File: config.mk
export PLATFORM = sky130hd
export DESIGN_NAME = spi_master_rx
export DESIGN_NICKNAME = d
export VERILOG_FILES = /design/src/rtl/spi_pkg.sv /design/src/rtl/sync_2ff.sv /design/src/rtl/spi_master_rx.sv
export SDC_FILE = /design/constraint.sdc
export NUM_CORES = 1
export LEC_CHECK = 0
export BUFFER_PORTS_ARGS = -buffer_cell sky130_fd_sc_hd__buf_2
export CORE_MARGIN = 2
export CORE_UTILIZATION = 30
export DETAILED_ROUTE_END_ITERATION = 8
export REMOVE_ABC_BUFFERS = 1
export SYNTH_ARGS = -nofsm -noshare
export SYNTH_HDL_FRONTEND = slang
export SYNTH_SLANG_ARGS = --single-unit
File: constraint.sdc
create_clock -name clk -period 4.2 [get_ports clk]
set_input_delay 0.84 -clock clk [delete_from_list [all_inputs] [get_ports clk]]
set_output_delay 0.84 -clock clk [all_outputs]
set_load 0.05 [all_outputs]
File: src/rtl/spi_pkg.sv
// spi_pkg: shared definitions for the camera-link SPI master and slave.
// Holds the FSM state encoding, the default word width shared with the
// slave transmitter, and a small constant-evaluation helper.
package spi_pkg;

    // Default bits per transfer, shared with the slave transmitter.
    localparam int unsigned SPI_WORD_W = 32'd32;

    // SPI master FSM states.
    typedef enum logic [1:0] {
        IDLE = 2'd0,
        HIGH = 2'd1,
        LOW  = 2'd2,
        GAP  = 2'd3
    } spi_state_e;

    // Larger of two unsigned values, used to size shared counters.
    function automatic int unsigned max_u(input int unsigned a, input int unsigned b);
        if (a > b) begin
            return a;
        end else begin
            return b;
        end
    endfunction

endpackage

File: src/rtl/sync_2ff.sv
// sync_2ff: 1-bit two-flop synchronizer with synchronous active-high reset.
// Used for miso and for any other single-bit asynchronous input.
module sync_2ff (
    input  logic clk,
    input  logic rst,
    input  logic d,
    output logic q
);

    logic meta_r;
    logic sync_r;

    // Two-stage capture of the asynchronous input; both stages clear on reset.
    always_ff @(posedge clk) begin
        if (rst) begin
            meta_r <= 1'b0;
            sync_r <= 1'b0;
        end else begin
            meta_r <= d;
            sync_r <= meta_r;
        end
    end

    assign q = sync_r;

endmodule

File: src/rtl/spi_master_rx.sv
// spi_master_rx: SPI master receiver for the camera data link.
// Generates sclk (idle low, CLK_DIV high / CLK_DIV low), samples the
// synchronized miso at the end of each high phase, assembles a WORD_W-bit
// word MSB first and presents it with a one-cycle data_valid pulse. A GAP
// of GAP_CYCLES low cycles after each word lets the slave reload.
module spi_master_rx
    import spi_pkg::*;
#(
    parameter int unsigned CLK_DIV    = 32'd8,
    parameter int unsigned WORD_W     = SPI_WORD_W,
    parameter int unsigned GAP_CYCLES = 32'd16
) (
    input  logic              clk,
    input  logic              rst,
    input  logic              start,
    input  logic              miso,
    output logic              sclk,
    output logic              busy,
    output logic [WORD_W-1:0] data_out,
    output logic              data_valid
);

    localparam int unsigned BIT_W = $clog2(WORD_W) + 32'd1;
    localparam int unsigned DIV_W = $clog2(max_u(CLK_DIV, GAP_CYCLES));

    localparam logic [DIV_W-1:0] DIV_ZERO  = {DIV_W{1'b0}};
    localparam logic [DIV_W-1:0] DIV_ONE   = DIV_W'(32'd1);
    localparam logic [DIV_W-1:0] HIGH_LAST = DIV_W'(CLK_DIV - 32'd1);
    localparam logic [DIV_W-1:0] LOW_LAST  = DIV_W'(CLK_DIV - 32'd1);
    localparam logic [DIV_W-1:0] GAP_LAST  = DIV_W'(GAP_CYCLES - 32'd1);

    localparam logic [BIT_W-1:0] BIT_ZERO  = {BIT_W{1'b0}};
    localparam logic [BIT_W-1:0] BIT_ONE   = BIT_W'(32'd1);
    localparam logic [BIT_W-1:0] BIT_LAST  = BIT_W'(WORD_W - 32'd1);
    localparam logic [BIT_W-1:0] BIT_COUNT = BIT_W'(WORD_W);

    spi_state_e        state_r;
    spi_state_e        state_nxt_s;
    logic [BIT_W-1:0]  bit_ctr_r;
    logic [BIT_W-1:0]  bit_ctr_nxt_s;
    logic [DIV_W-1:0]  div_ctr_r;
    logic [DIV_W-1:0]  div_ctr_nxt_s;
    logic [WORD_W-1:0] shift_r;
    logic [WORD_W-1:0] shift_nxt_s;
    logic              word_done_s;
    logic              miso_s;

    logic              sclk_r;
    logic              busy_r;
    logic [WORD_W-1:0] data_out_r;
    logic              data_valid_r;

    sync_2ff u_miso_sync (
        .clk (clk),
        .rst (rst),
        .d   (miso),
        .q   (miso_s)
    );

    // Next-state logic: phase timing, bit sampling and word completion.
    always_comb begin
        state_nxt_s   = state_r;
        bit_ctr_nxt_s = bit_ctr_r;
        div_ctr_nxt_s = div_ctr_r;
        shift_nxt_s   = shift_r;
        word_done_s   = 1'b0;
        case (state_r)
            IDLE: begin
                if (start) begin
                    state_nxt_s   = HIGH;
                    bit_ctr_nxt_s = BIT_ZERO;
                    div_ctr_nxt_s = DIV_ZERO;
                end else begin
                    state_nxt_s   = IDLE;
                end
            end
            HIGH: begin
                if (div_ctr_r == HIGH_LAST) begin
                    // End of high phase: this edge is the sampling edge.
                    state_nxt_s   = LOW;
                    div_ctr_nxt_s = DIV_ZERO;
                    shift_nxt_s   = {shift_r[WORD_W-2:0], miso_s};
                    bit_ctr_nxt_s = bit_ctr_r + BIT_ONE;
                    word_done_s   = (bit_ctr_r == BIT_LAST);
                end else begin
                    div_ctr_nxt_s = div_ctr_r + DIV_ONE;
                end
            end
            LOW: begin
                if (div_ctr_r == LOW_LAST) begin
                    div_ctr_nxt_s = DIV_ZERO;
                    if (bit_ctr_r < BIT_COUNT) begin
                        state_nxt_s = HIGH;
                    end else begin
                        state_nxt_s = GAP;
                    end
                end else begin
                    div_ctr_nxt_s = div_ctr_r + DIV_ONE;
                end
            end
            GAP: begin
                if (div_ctr_r == GAP_LAST) begin
                    state_nxt_s   = IDLE;
                    div_ctr_nxt_s = DIV_ZERO;
                end else begin
                    div_ctr_nxt_s = div_ctr_r + DIV_ONE;
                end
            end
            default: begin
                state_nxt_s   = IDLE;
                bit_ctr_nxt_s = BIT_ZERO;
                div_ctr_nxt_s = DIV_ZERO;
            end
        endcase
    end

    // FSM state, counters and shift register; reset wins over everything.
    always_ff @(posedge clk) begin
        if (rst) begin
            state_r   <= IDLE;
            bit_ctr_r <= BIT_ZERO;
            div_ctr_r <= DIV_ZERO;
            shift_r   <= {WORD_W{1'b0}};
        end else begin
            state_r   <= state_nxt_s;
            bit_ctr_r <= bit_ctr_nxt_s;
            div_ctr_r <= div_ctr_nxt_s;
            shift_r   <= shift_nxt_s;
        end
    end

    // Registered outputs, derived from the next state so they align with it.
    always_ff @(posedge clk) begin
        if (rst) begin
            sclk_r       <= 1'b0;
            busy_r       <= 1'b0;
            data_out_r   <= {WORD_W{1'b0}};
            data_valid_r <= 1'b0;
        end else begin
            sclk_r       <= (state_nxt_s == HIGH);
            busy_r       <= (state_nxt_s != IDLE);
            data_valid_r <= word_done_s;
            if (word_done_s) begin
                data_out_r <= shift_nxt_s;
            end else begin
                data_out_r <= data_out_r;
            end
        end
    end

    assign sclk       = sclk_r;
    assign busy       = busy_r;
    assign data_out   = data_out_r;
    assign data_valid = data_valid_r;

endmodule

### After elaboration in Yosys (flattened, before gate mapping)

Index checks and enable logic that the tools add are counted.

* add/subtract/negate cells: 2
* magnitude comparators: 1
* equality and inequality tests: 9
* muxes and demuxes: 17
* reduce and logical (&&, ||, !) cells: 5

Operator list (number)
* $mux 32: 2
* $mux 4: 3
* $mux 6: 2
* $pmux 4 s3: 1
* $pmux 6 s2: 1
* $mux 2: 4
* $pmux 2 s4: 1
* $add 6x1->6 const B: 1
* $eq 6x5->1 const B: 1
* $lt 6x6->1 const B: 1
* $add 4x1->4 const B: 1
* $eq 2x1->1 const B: 2
* $eq 2x2->1 const B: 2
* $eq 4x3->1 const B: 1
* $eq 4x4->1 const B: 1
* $ne 2x2->1 const B: 2
* $reduce_bool 2->1: 2
* $mux 1: 3
* $reduce_and 3->1: 1
* $logic_not 2->1: 1
* $reduce_or 2->1: 1

* flip-flop bits (word level): 81
* input bits: 4
* logic and storage cells: 44

### Depth between registers and ports, before layout

* word-level depth: 5
* gate-level depth with buffers: 8
* gate-level depth less buffers: 6

### Hierarchy

A second synthesis with hierarchy kept.

* cell total of the unflattened synthesis: 370
* area, all modules: 3254.4 um^2

Modules (own cells, without submodules)
* spi_master_rx: instances 1, cells each 366, area an instance 3201.8 um^2, sequential area each 1561.5 um^2
* sync_2ff: instances 1, cells each 4, area an instance 52.6 um^2, sequential area each 40.0 um^2

### Worst setup path before layout

OpenSTA, ideal clock, no wires.

* path kind: reg2reg
* start: reg state_r[1]
* end: reg data_out_r[15] (netlist: data_out[15])
* setup time: 0.141 ns
* arrival: 1.736 ns
* required time: 4.059 ns
* slack: 2.322 ns
* cell stages (with the launch flop): 9
* path buffers: 2
* period minus slack after synthesis: 1.878 ns
* path through: dfxtp_1 > inv_1 > ha_1 > nand4b_4 > or4_4 > buf_6 > buf_8 > nand2_2 > a21oi_1

* longest elaborated chain between the ends: 2
* elaborated cells between the ends (all ways): 3

RTL lines
* start: declaration: RTL line spi_master_rx.sv:37 `spi_state_e state_r;`
* start signal: assignment: RTL line spi_master_rx.sv:125 `state_r <= state_nxt_s;`
* $eq 2x1->1 (*): RTL line spi_master_rx.sv:67 `case (state_r)`
* $mux 32 or $mux 1 (tied branches): RTL line spi_master_rx.sv:67
* end signal: assignment: RTL line spi_master_rx.sv:137 `data_out_r <= {WORD_W{1'b0}};`
* end signal: assignment: RTL line spi_master_rx.sv:144 `data_out_r <= shift_nxt_s;`
* end signal: assignment: RTL line spi_master_rx.sv:146 `data_out_r <= data_out_r;`
* end: declaration: RTL line spi_master_rx.sv:50 `logic [WORD_W-1:0] data_out_r;`

Every way passes the cells marked *; elsewhere a longest branch is shown, timed or not.
A chain may end at the register's enable or synchronous reset.

### Worst setup path in the final report

* start: reg div_ctr_r[0]
* end: reg data_out_r[15] (netlist: data_out[15])

* longest elaborated chain between the ends: 3
* elaborated cells between the ends (all ways): 5

RTL lines
* start: declaration: RTL line spi_master_rx.sv:41 `logic [DIV_W-1:0] div_ctr_r;`
* start signal: assignment: RTL line spi_master_rx.sv:127 `div_ctr_r <= div_ctr_nxt_s;`
* $eq 4x3->1 (*): RTL line spi_master_rx.sv:78 `if (div_ctr_r == HIGH_LAST) begin`
* $mux 32 or $mux 1 (tied branches): RTL line spi_master_rx.sv:78
* $mux 32 or $mux 1 (tied branches): RTL line spi_master_rx.sv:67

Marks and branches as above.

==> metrics <==
wire length of the first global-routing pass 10.4 mm; number of placement rows 37; register bit total from synthesis 80; worst-skew pair later-pin latency 350 ps; Detailed Place HPWL 3.99 mm; largest cells by area after synthesis dfxtp_1 (50%), nand2_1 (11%), a21oi_1 (9.2%); total length of routed wires 6.10 mm; area of the mapped netlist 3210 um2; final number of max-transition violations 0; layout cell share with drive strength beyond 1 24.4%; die height 107 um; width of the die 107 um; Resized Gates After CTS 0; number of max-cap violations 0; area of the die 11500 um2; total negative slack 0 ps; final period demand of the worst path 2590 ps; area overhead of the layout relative to synthesis 13.7%; run status finished clean; maximum clock insertion buffer count 2; # Post-CTS Setup Buffers 0; count of mapped cells out of synthesis 370; detailed-route via count 2491; clock tree from TritonCTS built; Worst-path clk slew 80 ps; highest ir drop seen on vdd 0.000196 V; unrepaired setup endpoints after global routing no; most used standard cell by instance count after synthesis nand2_1; number of sinks driven by the clock tree 80; top cell types by occurrence after synthesis nand2_1 (96), dfxtp_1 (80), a21oi_1 (59), nand2_2 (29), clkbuf_1 (11); total clock buffers created by CTS 9; type of element launching the critical path register; number of inserted filler cells in the final layout 1122; master cell of the clock root buffer clkbuf_8; fraction of post-synthesis cell area in the top cell type by area 50.0%; Worst EP required 4490 ps; largest net degree at the start of global routing 52; Initial Util 30.9%; proportion of synthesized chip area in sequential cells 50.0%; Starting DRT DRC Count 103; number of detailed-routing iterations run before antenna repair 6; share of async-settable or async-resettable flops after synthesis 0%; Cell Pwr Density 387 nW/um2; Min-Delay Path Class register to register; worst slew margin relative to its limit 36.6%; antenna diode instance count 0; sum of overflow across all layers after global routing 0; count of flip-flops with a built-in enable after synthesis 0; Finished Core Util 35.1%; IO Count 39; core area 10400 um2; post-route clock period utilization 61.7%; syn_area_per_cell 8.66 um2; final hold vios 0; achievable clock frequency 0.386 GHz; capturing element type of the critical path register; worst clock skew 9.27 ps; Unique masters post-synth 45; Final #Nets 408; CTS HTree Levels 3; RD Place Congestion 0.734; flop-to-flop setup slack 1610 ps; via count normalized by instance count 4.63; final setup violation count 0; residual DRC count 0; worst-case hold slack 441 ps; vias in the first global route 2317; actual slew at the worst max-slew pin 951 ps; number of hold buffers added after cts 0; most used flip-flop cell after synthesis dfxtp_1; number of antenna violations at the first check in global routing 0; total power draw 0.00141 W; leading area contributor after synthesis dfxtp_1; register cell area after layout 1600 um2; WL/cell 11.3 um; Worst Setup Path Type register to register; Leak 1.30 nW; Multi-input gate area 1430 um2; overall fraction of global-route tracks in use 11.2%; Port Buffers 38; Arrival @ worst endpoint 2880 ps; antenna violation net count after detailed routing 0; Worst Path Max Fanout 33; number of warnings issued by yosys 0
critical path, stage by stage, from the launching register on:
cell and delay, ps:
dfxtp_1 360, ha_1 380, nand4b_4 480, nor4_4 710, buf_4 360, nand2_1 90
a21oi_1 130
path summary, 6_finish.rpt:
kind,startpoint,end,cells after the start
max,div_ctr_r[0],data_out[15],6
min,u_miso_sync.meta_r,u_miso_sync.q,1
max reg2reg,div_ctr_r[0],data_out[15],6
min reg2reg,u_miso_sync.meta_r,u_miso_sync.q,1
cell families (layout without fill, tap and decap cells):
group                    after synthesis  after routing  synth area share [%]
AND/OR/NAND/NOR                      158            158                  23.8
AO/OA/AOI/OAI                         90             90                  16.4
flip-flops                            80             80                  50.0
buffers and inverters                 30             62                  5.50
adder cells (fa/ha/maj)                7              7                  2.73
multiplexers                           4              4                  1.29
XOR/XNOR                               1              1                 0.273
flip-flops by register name, summed over array words and instances (netlist names):
signal / count
state_r: 2
busy: 1
data_valid: 1
data_out: 32
sclk: 1
div_ctr_r: 4
u_miso_sync.meta_r: 1
u_miso_sync.q: 1
bit_ctr_r: 6
shift_r: 31
report_power, final:
group | switching, W | internal [W] | total, W
Combinational | 0.0000338 | 0.0000107 | 0.0000446
Clock | 0.000268 | 0.000335 | 0.000604
Sequential | 0.00000165 | 0.000761 | 0.000763
placed cells by master (no fill, tap or decap), drive strengths merged, types with 2 or more instances in the layout:
cell type    n
nand2      125
dfxtp       80
a21oi       68
buf         41
clkbuf      11
nor2         9
o21ai        9
ha           7
inv          5
nor2b        5
nand3        4
mux2i        3
nor3         3
or4          3
a31oi        2
o31ai        2
or3          2
bufinv       2
nor4         2
clkinv       2
per-stage QoR:
| step | worst slack [ps] | cells | area (um2) |
|---|---|---|---|
| after floorplan | 1840 | 345 | 3050 |
| after global placement | 1690 | 522 | 3430 |
| after detailed placement | 1600 | 522 | 3430 |
| after CTS | 1560 | 538 | 3640 |
| after global routing | 1350 | 538 | 3640 |
| final | 1610 | 538 | 3640 |
area by class of cell:
type / instances / area share, %
multi-input cells: 260 / 39.2
flip-flops and latches: 80 / 44.0
clock inverters: 5 / 2.23
clock buffers: 11 / 3.61
well taps: 136 / 4.67
repair buffers: 41 / 5.84
inverters: 5 / 0.515
layer usage:
layer | wire [um] | vias to the layer above | GRT usage (%)
met5 | 0 | - | 0
met3 | 243 | 8 | 3.81
met1 | 2800 | 1165 | 12.9
met2 | 2980 | 34 | 19.5
met4 | 75 | 0 | 3.57
li1 | - | 1284 | -
Note: power is estimated with default switching activity, not from simulation.
